[src/rtl/dependency_tracker_if.sv]
// rtl/dependency_tracker_if.sv - ID-side hazard bus between decoder, tracker and EXE operand muxes
package dependency_tracker_pkg;
    typedef struct packed {
        logic dep_src1;
        logic dep_src2;
    } bypass_t;
endpackage

interface dependency_tracker_if
    import dependency_tracker_pkg::*;
#(
    parameter int RW = 5
) ();
    logic          id_valid_i;
    logic [RW-1:0] id_src_reg_1_i;
    logic [RW-1:0] id_src_reg_2_i;
    logic          id_use_src_1_i;
    logic          id_use_src_2_i;
    logic [RW-1:0] id_dst_reg_i;
    logic          id_reg_write_enable_i;
    logic          id_is_load_i;
    logic          hold_i;
    logic          flush_i;
    logic          stall_o;
    logic [1:0]    fwd_sel_1_o;
    logic [1:0]    fwd_sel_2_o;
    bypass_t       exe_bypass_o;
    logic          exe_valid_o;

    modport master (
        output id_valid_i, id_src_reg_1_i, id_src_reg_2_i, id_use_src_1_i, id_use_src_2_i,
               id_dst_reg_i, id_reg_write_enable_i, id_is_load_i, hold_i, flush_i,
        input  stall_o, fwd_sel_1_o, fwd_sel_2_o, exe_bypass_o, exe_valid_o
    );

    modport slave (
        input  id_valid_i, id_src_reg_1_i, id_src_reg_2_i, id_use_src_1_i, id_use_src_2_i,
               id_dst_reg_i, id_reg_write_enable_i, id_is_load_i, hold_i, flush_i,
        output stall_o, fwd_sel_1_o, fwd_sel_2_o, exe_bypass_o, exe_valid_o
    );
endinterface

[src/rtl/dependency_tracker.sv]
// rtl/dependency_tracker.sv - load-use stall and EXE forwarding selects from in-flight writers
module dependency_tracker
    import dependency_tracker_pkg::*;
#(
    parameter int ARCH_LEN     = 32,
    parameter int REG_FILE_LEN = 32
) (
    input logic                clk,
    input logic                rst,
    dependency_tracker_if.slave bus
);
    localparam int RW = $clog2(REG_FILE_LEN);

    if (ARCH_LEN < 1 || REG_FILE_LEN < 2) begin : g_bad_param
        $error("dependency_tracker: invalid ARCH_LEN/REG_FILE_LEN");
    end

    // Entries keep "is a writer" (valid & we & dst != 0) rather than raw write-enable.
    logic          e_valid, e_wr, e_late;
    logic [RW-1:0] e_dst;
    logic          m_wr, m_late;
    logic [RW-1:0] m_dst;
    logic          w_wr, w_late;
    logic [RW-1:0] w_dst;

    logic [1:0]    sel_1_q, sel_2_q;
    bypass_t       bypass_q;

    function automatic logic hit(input logic use_src, input logic [RW-1:0] src,
                                 input logic wr, input logic [RW-1:0] dst);
        return use_src && (src != '0) && wr && (src == dst);
    endfunction

    logic       e1, e2, m1, m2, w1, w2;
    logic       late_1, late_2;
    logic       stall;
    logic       issue;
    logic [1:0] sel_1, sel_2;

    always_comb begin
        e1 = hit(bus.id_use_src_1_i, bus.id_src_reg_1_i, e_wr, e_dst);
        e2 = hit(bus.id_use_src_2_i, bus.id_src_reg_2_i, e_wr, e_dst);
        m1 = hit(bus.id_use_src_1_i, bus.id_src_reg_1_i, m_wr, m_dst);
        m2 = hit(bus.id_use_src_2_i, bus.id_src_reg_2_i, m_wr, m_dst);
        w1 = hit(bus.id_use_src_1_i, bus.id_src_reg_1_i, w_wr, w_dst);
        w2 = hit(bus.id_use_src_2_i, bus.id_src_reg_2_i, w_wr, w_dst);

        // The youngest producer decides both the select and whether its data is late.
        late_1 = e1 ? e_late : (m1 & m_late);
        late_2 = e2 ? e_late : (m2 & m_late);
        stall  = bus.id_valid_i & ~bus.flush_i & (late_1 | late_2);
        issue  = bus.id_valid_i & ~stall & ~bus.flush_i;

        // A load that stalled its consumer is sitting in WB at issue and still uses the WB path.
        sel_1 = e1 ? 2'd1 : ((m1 | (w1 & w_late)) ? 2'd2 : 2'd0);
        sel_2 = e2 ? 2'd1 : ((m2 | (w2 & w_late)) ? 2'd2 : 2'd0);
    end

    always_ff @(posedge clk) begin
        if (rst) begin
            e_valid  <= 1'b0;
            e_wr     <= 1'b0;
            e_late   <= 1'b0;
            e_dst    <= '0;
            m_wr     <= 1'b0;
            m_late   <= 1'b0;
            m_dst    <= '0;
            w_wr     <= 1'b0;
            w_late   <= 1'b0;
            w_dst    <= '0;
            sel_1_q  <= 2'd0;
            sel_2_q  <= 2'd0;
            bypass_q <= '0;
        end else if (!bus.hold_i) begin
            w_wr   <= m_wr;
            w_late <= m_late;
            w_dst  <= m_dst;
            m_wr   <= e_wr;
            m_late <= e_late;
            m_dst  <= e_dst;
            if (issue) begin
                e_valid           <= 1'b1;
                e_wr              <= bus.id_reg_write_enable_i & (bus.id_dst_reg_i != '0);
                e_late            <= bus.id_is_load_i;
                e_dst             <= bus.id_dst_reg_i;
                sel_1_q           <= sel_1;
                sel_2_q           <= sel_2;
                bypass_q.dep_src1 <= (sel_1 != 2'd0);
                bypass_q.dep_src2 <= (sel_2 != 2'd0);
            end else begin
                e_valid  <= 1'b0;
                e_wr     <= 1'b0;
                e_late   <= 1'b0;
                e_dst    <= '0;
                sel_1_q  <= 2'd0;
                sel_2_q  <= 2'd0;
                bypass_q <= '0;
            end
        end
    end

    assign bus.stall_o      = stall;
    assign bus.fwd_sel_1_o  = sel_1_q;
    assign bus.fwd_sel_2_o  = sel_2_q;
    assign bus.exe_bypass_o = bypass_q;
    assign bus.exe_valid_o  = e_valid;
endmodule

[src/flat_wrapper.sv]
// flat-port wrapper written by rule: the top's interface ports become plain ports
module dependency_tracker_flat import dependency_tracker_pkg::*;
#(
    parameter int ARCH_LEN     = 32,
    parameter int REG_FILE_LEN = 32
)
  (clk, rst, bus_id_valid_i, bus_id_src_reg_1_i, bus_id_src_reg_2_i, bus_id_use_src_1_i, bus_id_use_src_2_i, bus_id_dst_reg_i, bus_id_reg_write_enable_i, bus_id_is_load_i, bus_hold_i, bus_flush_i, bus_stall_o, bus_fwd_sel_1_o, bus_fwd_sel_2_o, bus_exe_bypass_o, bus_exe_valid_o);
  dependency_tracker_if #(.RW(5)) bus_i ();
  input logic clk;
  input logic rst;
  input wire logic [$bits(bus_i.id_valid_i)-1:0] bus_id_valid_i;
  input wire logic [$bits(bus_i.id_src_reg_1_i)-1:0] bus_id_src_reg_1_i;
  input wire logic [$bits(bus_i.id_src_reg_2_i)-1:0] bus_id_src_reg_2_i;
  input wire logic [$bits(bus_i.id_use_src_1_i)-1:0] bus_id_use_src_1_i;
  input wire logic [$bits(bus_i.id_use_src_2_i)-1:0] bus_id_use_src_2_i;
  input wire logic [$bits(bus_i.id_dst_reg_i)-1:0] bus_id_dst_reg_i;
  input wire logic [$bits(bus_i.id_reg_write_enable_i)-1:0] bus_id_reg_write_enable_i;
  input wire logic [$bits(bus_i.id_is_load_i)-1:0] bus_id_is_load_i;
  input wire logic [$bits(bus_i.hold_i)-1:0] bus_hold_i;
  input wire logic [$bits(bus_i.flush_i)-1:0] bus_flush_i;
  output wire logic [$bits(bus_i.stall_o)-1:0] bus_stall_o;
  output wire logic [$bits(bus_i.fwd_sel_1_o)-1:0] bus_fwd_sel_1_o;
  output wire logic [$bits(bus_i.fwd_sel_2_o)-1:0] bus_fwd_sel_2_o;
  output wire logic [$bits(bus_i.exe_bypass_o)-1:0] bus_exe_bypass_o;
  output wire logic [$bits(bus_i.exe_valid_o)-1:0] bus_exe_valid_o;
  assign bus_i.id_valid_i = bus_id_valid_i;
  assign bus_i.id_src_reg_1_i = bus_id_src_reg_1_i;
  assign bus_i.id_src_reg_2_i = bus_id_src_reg_2_i;
  assign bus_i.id_use_src_1_i = bus_id_use_src_1_i;
  assign bus_i.id_use_src_2_i = bus_id_use_src_2_i;
  assign bus_i.id_dst_reg_i = bus_id_dst_reg_i;
  assign bus_i.id_reg_write_enable_i = bus_id_reg_write_enable_i;
  assign bus_i.id_is_load_i = bus_id_is_load_i;
  assign bus_i.hold_i = bus_hold_i;
  assign bus_i.flush_i = bus_flush_i;
  assign bus_stall_o = bus_i.stall_o;
  assign bus_fwd_sel_1_o = bus_i.fwd_sel_1_o;
  assign bus_fwd_sel_2_o = bus_i.fwd_sel_2_o;
  assign bus_exe_bypass_o = bus_i.exe_bypass_o;
  assign bus_exe_valid_o = bus_i.exe_valid_o;
  dependency_tracker #(.ARCH_LEN(ARCH_LEN), .REG_FILE_LEN(REG_FILE_LEN)) u_core (.clk(clk), .rst(rst), .bus(bus_i));
endmodule
[config.mk]
export PLATFORM = sky130hd
export DESIGN_NAME = dependency_tracker_flat
export DESIGN_NICKNAME = d
export VERILOG_FILES = /design/src/rtl/dependency_tracker_if.sv /design/src/rtl/dependency_tracker.sv /design/src/flat_wrapper.sv
export SDC_FILE = /design/constraint.sdc
export NUM_CORES = 1
export LEC_CHECK = 0
export ABC_AREA = 1
export CAP_MARGIN = 20
export CELL_PAD_IN_SITES_DETAIL_PLACEMENT = 0
export CELL_PAD_IN_SITES_GLOBAL_PLACEMENT = 2
export CORE_UTILIZATION = 29
export CTS_CLUSTER_DIAMETER = 80
export DETAILED_ROUTE_END_ITERATION = 10
export GPL_TIMING_DRIVEN = 0
export PLACE_DENSITY_LB_ADDON = 0.2
export SETUP_SLACK_MARGIN = 0.02
export SYNTH_ARGS = -nofsm -noshare
export SYNTH_HDL_FRONTEND = slang
export SYNTH_SLANG_ARGS = --single-unit
[constraint.sdc]
create_clock -name clk -period 4.7 [get_ports clk]
set_input_delay 1.175 -clock clk [delete_from_list [all_inputs] [get_ports clk]]
set_output_delay 1.175 -clock clk [all_outputs]
set_load 0.005 [all_outputs]
Word level (Yosys, flattened, before mapping)
Index checks and enable logic that the tools add are counted.
- input port bits: 24
- register bits after elaboration: 28
- RAM bits: 0
- bits in latches: 0
- output and inout port bits: 8
- memory bits (read-only): 0
- logic and storage cells: 66
- memories: 0
- div/mod/pow operators: 0
- order comparisons: 0
- reductions and logical operators: 19
- multiply operators: 0
- equality and inequality tests: 6
- add/sub/neg operators: 0
- bitwise gates (word level): 14
- shift operators: 0
- multiplexer cells: 13
- operators by type and width (operator ; number):
    $eq A5 B5 Y1 ; 6
    $reduce_bool A5 Y1 ; 3
    $logic_and A1 B1 Y1 ; 14
    $mux W2 ; 7
    $and A1 B1 Y1 ; 9
    $mux W1 ; 5
    $mux W5 ; 1
    $reduce_bool A2 Y1 ; 2
    $or A1 B1 Y1 ; 3
    $not A1 Y1 ; 2

Longest topological paths before layout
Gate-level depths: netlist (run 1).
- word-level depth: 12
- gate-level depth with buffers: 12

Least setup slack after synthesis (run 1)
Ideal clock, no wire load.
- kind: input-to-output
- start: input bus_id_src_reg_2_i[4]
- end: output bus_stall_o
- data arrival time: 2.134 ns
- slack: 1.391 ns
- stages on the path: 8
- path buffers: 1
- cells stage by stage: inv_1 -> nand2_1 -> a21oi_1 -> nand4_1 -> nand2_1 -> nand2_2 -> buf_6 -> a211oi_2
- word-level cells in the longest chain between the ends: 8
- elaborated cells between the ends (all ways): 12
- ends and longest elaborated chain (what ; line ; RTL):
    start, declared ; flat_wrapper.sv:13 ; input wire logic [$bits(bus_i.id_src_reg_2_i)-1:0] bus_id_src_reg_2_i;
    $reduce_bool A5 Y1 ; dependency_tracker.sv:31 ; return use_src && (src != '0) && wr && (src == dst);
    $logic_and A1 B1 Y1 (3 in a row) ; dependency_tracker.sv:31 ;
    $and A1 B1 Y1 ; dependency_tracker.sv:50 ; late_2 = e2 ? e_late : (m2 & m_late);
    $mux W1 * ; dependency_tracker.sv:50 ;
    $or A1 B1 Y1 * ; dependency_tracker.sv:51 ; stall = bus.id_valid_i & ~bus.flush_i & (late_1 | late_2);
    $and A1 B1 Y1 * ; dependency_tracker.sv:51 ;
    end, declared ; flat_wrapper.sv:21 ; output wire logic [$bits(bus_i.stall_o)-1:0] bus_stall_o;
Mark *: on every way between the ends. The rest lies on a longest branch, timed or not.

Worst setup path in the final report (run 1)
- start: input bus_id_src_reg_1_i[1]
- end: output bus_stall_o
- word-level cells in the longest chain between the ends: 8
- elaborated cells between the ends (all ways): 12
- ends and longest elaborated chain (what ; line ; RTL):
    start, declared ; flat_wrapper.sv:12 ; input wire logic [$bits(bus_i.id_src_reg_1_i)-1:0] bus_id_src_reg_1_i;
    $reduce_bool A5 Y1 ; dependency_tracker.sv:31 ;
    $logic_and A1 B1 Y1 (3 in a row) ; dependency_tracker.sv:31 ;
    $and A1 B1 Y1 ; dependency_tracker.sv:49 ; late_1 = e1 ? e_late : (m1 & m_late);
    $mux W1 * ; dependency_tracker.sv:49 ;
    $or A1 B1 Y1 * ; dependency_tracker.sv:51 ;
    $and A1 B1 Y1 * ; dependency_tracker.sv:51 ;
Marked as above.

==> flow_summary.ini, run 1 <==
[sta]
max_freq_mhz = 220
relSlewSlack_pct = 58.1
skew_ps = 2.81
period_share_pct = 96.5
rsz0062_at_grt = no
setup_viol = 0
finalMaxSlewViolations = 0
fin_crit_ps = 4540
fin_setup_tns_ps = 0
hold_violations = 0
tightest_slew_ps = 623

[synth]
synth_top_flop_cell = dfxtp_1
post-synth-top-count-cell = nand2_1
yosysUniqueCellTypes = 27
ys_async_sr_fraction_pct = 0
avgSynthCellArea_um2 = 6.09
synthCells = 292
netlist_top_cells_area = dfxtp_1 (32%), nand2_1 (22%), nor2_1 (7.4%)
synth_top_area_cell = dfxtp_1
syn_area_um2 = 1780
ys_seq_elements = 28
ys_seq_area_share_pct = 31.5
synth.top_cell.area_share_pct = 31.5
ys_top_cells_by_count = nand2_1 (105), nor2_1 (35), dfxtp_1 (28), a21oi_1 (22), inv_1 (21)
yosysWarnings = 0
synth_edf_count = 0
syn-num-nets = 316

[critical_path]
r2r_setup_slack_ps = 2950
critPathMaxStageDelay_ps = 570
critPathArrivalTime_ps = 3360
crit_type = primary input to primary output
required_ps = 3520
r2r_start = u_core.e_dst[2]
rr_worst_depth = 10
r2r_end = u_core.e_dst[2]
critPathCaptureType = primary output
path_max_fanout = 10
critPathSlowestCell = clkdlybuf4s50_1
start_kind = primary input
crit_chain = clkdlybuf4s50_1 > inv_2 > nand2_1 > nand2_1 > nor2_2 > nand4_1 > nand2_1 > nand2_2 > buf_6 > a211oi_2 > clkdlybuf4s50_1
cp_common_cell = nand2_1

[clock_network]
cts_setup_buffers = 0
clk_latency_ps = 280
clkSinkCount = 28
cts_made_buffers = 3
cts_tree = built
cts_root_buffer = clkbuf_8
htree_num_levels = 1
cts_buffer_depth = 2
path_clk_slew_ps = 100

[floorplan]
dieWidth_um = 80.3
die_y_um = 80.3
core_um2 = 5920
ios = 32
fp-row-count = 28
start_util_pct = 30.0
die_area_um2 = 6450

[routing]
routed_wirelength_um = 5960
drtPass1Iterations = 4
wl_per_cell_um = 14.9
num_vias = 1907
drc = 0
avgViaCountPerCell = 4.76
ant_nets = 0
drt-initial-drc-count = 97

[final_layout]
fin_nets = 351
diodes = 0
drive_gt1_share_pct = 10.1
final_cells = 401
synthToLayoutAreaGrowth_pct = 26.7
final_util_pct = 38.0

[worst_hold_path]
holdPathEnd = u_core.bus.exe_bypass_o[0]
hp-start = u_core.bus.exe_bypass_o[0]
hold_class = flop to flop
whs_path_depth = 2

[pwr]
p_leak_nw = 0.986
ir_worst_vdd_v = 0.000133
powerDensity_nw_per_um2 = 225

[global_route]
grt_pass1_vias = 1819
antenna_found_initial = 0
grt_overflow = 0
grt_use_total_pct = 20.2
grt_pass1_wl_um = 9440
grt_max_degree = 16

[place]
place_hpwl_um = 4660
routabilityCongestion = 0.858
port_buffers = 30
placed_cells = 397

[status]
outcome = completed

[flow_run]
drv_cap = 0
## cell type report
class,instances,area (µm²)
Fill cell,671,3670
Buffer,10,57.6
Clock buffer,4,55.1
Sequential cell,28,561
Timing Repair Buffer,30,318
Tap cell,75,93.8
Inverter,31,116
Multi-Input combinational cell,223,1050
## metrics by stage
stage / cell area, µm² / hold slack (ps) / power [mW] / setup slack, ps
final: 2250 / 472 / 0.506 / 164
after global routing: 2250 / 484 / 0.535 / 30.7
after CTS: 2230 / 471 / 0.514 / 79.8
after detailed placement: 2170 / 451 / 0.359 / 94.9
after global placement: 2170 / 452 / 0.359 / 67.6
after floorplan: 1780 / 445 / 0.311 / 1390
## where the power goes
group          internal, mW  leakage [nW]  switching (mW)  total [mW]
clock                0.0751        0.0288          0.0789       0.154
combinational        0.0389         0.729          0.0610      0.0999
sequential            0.245         0.228         0.00719       0.252
total                 0.359         0.986           0.147       0.506
## what timing repair did
item / CTS / global route
setup endpoints to repair: 0 / 1
hold buffers: 0 / 0
hold endpoints to repair: 0 / 0
resized for setup: 0 / 9
## critical path: cells and delay by family
kind,cells,cell delay (ps)
buf+inv,4,1330
compound gates,1,200
simple gates,6,660
## cell usage in the layout, fill, tap and decap left out
cell type | synthesis | routed
buf_6 | 1 | 1
nand2_1 | 105 | 105
nor2_1 | 35 | 35
a211oi_2 | 1 | 1
nand2_4 | 1 | 1
buf_8 | 1 | 1
nand3_2 | 2 | 2
dlymetal6s2s_1 | 0 | 7
inv_2 | 10 | 10
clkbuf_8 | 0 | 4
o21bai_1 | 1 | 1
dfxtp_1 | 28 | 28
nand4_1 | 14 | 14
nand2_2 | 2 | 2
buf_2 | 1 | 1
inv_1 | 21 | 21
buf_1 | 3 | 3
clkdlybuf4s50_1 | 0 | 23
a21oi_1 | 22 | 20
nand3_1 | 15 | 15
nand4_2 | 1 | 1
clkbuf_1 | 4 | 4
a21oi_2 | 1 | 3
xor2_1 | 1 | 1
o21ai_0 | 1 | 1
a211oi_1 | 12 | 12
o41ai_1 | 1 | 1
nor3_1 | 2 | 2
or2_2 | 1 | 1
nor2_2 | 5 | 5
## registers in the layout (all words and copies together) (netlist names)
signal and flops:
u_core.bus.fwd_sel_1_o 2, u_core.e_dst 5, u_core.w_wr 1, u_core.e_wr 1, u_core.bus.fwd_sel_2_o 2, u_core.m_dst 5
u_core.m_wr 1, u_core.bus.exe_valid_o 1, u_core.e_late 1, u_core.w_dst 5, u_core.w_late 1, u_core.m_late 1
u_core.bus.exe_bypass_o 2
## kinds of logic after synthesis
logic type	synth area share (%)
AOI/OAI and AO/OA	13.7
xor gates and xnor gates	0.493
buffers and inverters	9.78
DFF	31.5
and+or+nand+nor	44.5
## worst max-delay path by stage
stage                                startpoint     endpoint  slack [ps]  cells past startpoint
after global routing      bus_id_src_reg_2_i[2]  bus_stall_o          30                     11
after floorplan           bus_id_src_reg_2_i[4]  bus_stall_o        1390                      8
after detailed placement  bus_id_src_reg_2_i[3]  bus_stall_o          90                     11
after global placement    bus_id_src_reg_2_i[3]  bus_stall_o          70                     11
after CTS                 bus_id_src_reg_1_i[3]  bus_stall_o          80                     11
final                     bus_id_src_reg_1_i[1]  bus_stall_o         160                     11
## per-layer routing
| metal | wire [µm] | vias up | global-route usage, % |
|---|---|---|---|
| li1 | - | 1018 | - |
| met1 | 2780 | 844 | 27.0 |
| met2 | 2760 | 37 | 33.2 |
| met3 | 296 | 8 | 2.73 |
| met4 | 112 | 0 | 6.61 |
| met5 | 0 | - | 0 |
Power figures use the tool's default switching activity.
==> inputs of run 2 (changes only) <==
- MAX_ROUTING_LAYER: unset -> met4
- SKIP_LAST_GASP: unset -> 1
==> run 2 against run 1 <==
First-iteration DRC count rose by 1.0%. Cell area did not move. Worst setup slack got worse by 11 ps. Largest power group unchanged.
==> flow_summary.ini, run 2 (synthesis gave the netlist of run 1 again) <==
[status]
outcome = completed

[sta]
relSlewSlack_pct = 58.2
period_share_pct = 96.8
timing.hold.ws_ps = 471
hold_violations = 0
setup_viol = 0
max_freq_mhz = 220
fin_setup_tns_ps = 0
fin_crit_ps = 4550
rsz0062_at_grt = no
skew_ps = 3.16
tightest_slew_ps = 623
finalMaxSlewViolations = 0

[critical_path]
start_kind = primary input
path_depth = 11
critPathArrivalTime_ps = 3370
cp_num_buf_inv = 4
crit_chain = clkdlybuf4s50_1 > inv_2 > nand2_1 > nand2_1 > nor2_2 > nand4_1 > nand2_1 > nand2_2 > buf_6 > a211oi_2 > clkdlybuf4s50_1
critPathCaptureType = primary output
critPathSlowestCell = clkdlybuf4s50_1
critPathTopFamily = buffers and inverters
path_max_fanout = 10
critPathMaxStageDelay_ps = 570
rr_worst_depth = 10
cp_common_cell = nand2_1
crit_type = primary input to primary output
required_ps = 3520

[floorplan]
start_util_pct = 30.0
die_y_um = 80.3
fp-row-count = 28
ios = 32
core_um2 = 5920
die_area_um2 = 6450
dieWidth_um = 80.3

[pwr]
combPwrFrac_pct = 19.8
swShare_pct = 29.1
p_leak_nw = 0.986
pwr-share-seq_pct = 49.8
p_sw_mw = 0.147
powerDensity_nw_per_um2 = 225
p_int_mw = 0.359
ir_worst_vdd_v = 0.000132
pwr-share-clk_pct = 30.4

[final_layout]
final_util_pct = 38.0
fin_nets = 351
drive_gt1_share_pct = 10.1
diodes = 0
layout_common_cells = nand2_1 (105), nor2_1 (35), dfxtp_1 (28)
synthToLayoutAreaGrowth_pct = 26.7
regArea_um2 = 561
design_area_um2 = 2250
n_fill_cell = 671
final_cells = 401
multi_input_area_um2 = 1050
layout_commonest_cell = nand2_1
reg.largest.list = u_core.e_dst: 5 flops, u_core.m_dst: 5 flops, u_core.w_dst: 5 flops

[global_route]
top_usage_layer = met2
met1_usage_pct = 27.1
grt_max_degree = 16
antenna_found_initial = 0
grt.met2_usage_pct = 33.1
grt_use_met3_pct = 2.73
grt_pass1_vias = 1815
grt_overflow = 0
grt_use_total_pct = 20.7
grt_pass1_wl_um = 9450

[clock_network]
clk_latency_ps = 280
path_clk_slew_ps = 100
cts_root_buffer = clkbuf_8
htree_num_levels = 1
cts_made_buffers = 3
cts_tree = built
clkSinkCount = 28
cts_buffer_depth = 2
cts_hold_buf = 0

[place]
place_area_um2 = 2170
place_hpwl_um = 4660
routabilityCongestion = 0.872
port_buffers = 30
placed_cells = 397

[routing]
avgViaCountPerCell = 4.77
ant_nets = 0
wl_per_cell_um = 14.9
drt-initial-drc-count = 98
routed_wirelength_um = 5970
drc = 0
num_vias = 1911
drtPass1Iterations = 4

[worst_hold_path]
hold_class = flop to flop
whs_path_depth = 2

[flow_run]
drv_cap = 0
## run 2: cell counts in the layout (fill, tap and decap cells not counted)
No cell type changed its count.
## run 2: worst paths after layout
| check | slack [ps] | startpoint | endpoint |
|---|---|---|---|
| worst max register to register | 2930 | u_core.e_dst[2] | u_core.e_dst[2] |
| worst min register to register | 470 | u_core.bus.exe_bypass_o[0] | u_core.bus.exe_bypass_o[0] |
| worst max-delay path | 150 | bus_id_src_reg_1_i[1] | bus_stall_o |
| worst min-delay path | 470 | u_core.bus.exe_bypass_o[0] | u_core.bus.exe_bypass_o[0] |
## run 2: repair_timing
action                                  CTS  global route
endpoints found under the hold margin     0             0
resized for setup                         0             9
buffers inserted                          0             0
endpoints found under the setup margin    0             1
## run 2: layer usage
| layer | up-vias | part of all wire, % |
|---|---|---|
| met5 | - | 0 |
| met4 | 0 | 1.9 |
| li1 | 1019 | - |
| met1 | 848 | 47 |
| met2 | 36 | 46 |
| met3 | 8 | 4.7 |
## run 2: power by group through the flow
| stage | logic (mW) | registers, mW | clock network [mW] |
|---|---|---|---|
| global route | 0.114 | 0.253 | 0.168 |
| detailed placement | 0.101 | 0.258 | 0 |
| floorplan | 0.0551 | 0.256 | 0 |
| CTS | 0.101 | 0.252 | 0.161 |
| global placement | 0.101 | 0.258 | 0 |
| finish | 0.100 | 0.252 | 0.154 |
## run 2: worst min-delay path, stage by stage, from the launching register on
cell and delay [ps]:
dfxtp_1 330, nand2_1 50, a21oi_1 50
## run 2: area by class of cell
| cell class | count | share of cell area [%] |
|---|---|---|
| plain buffers | 10 | 2.56 |
| clock buffers | 4 | 2.44 |
| inverters | 31 | 5.17 |
| multi-input cells | 223 | 46.7 |
| flip-flops and latches | 28 | 24.9 |
| well taps | 75 | 4.17 |
| repair buffers | 30 | 14.1 |
## run 2: metrics by stage
step / power (mW) / setup WS (ps)
floorplan: 0.311 / 1390
global placement: 0.359 / 67.6
detailed placement: 0.359 / 94.9
CTS: 0.514 / 79.8
global route: 0.535 / 30.7
finish: 0.506 / 152
==> inputs of run 3 (changes only) <==
- CAP_MARGIN: 20 -> unset
==> results of run 3 <==
The final DEF is identical to that of run 2; final timing and power are the same.
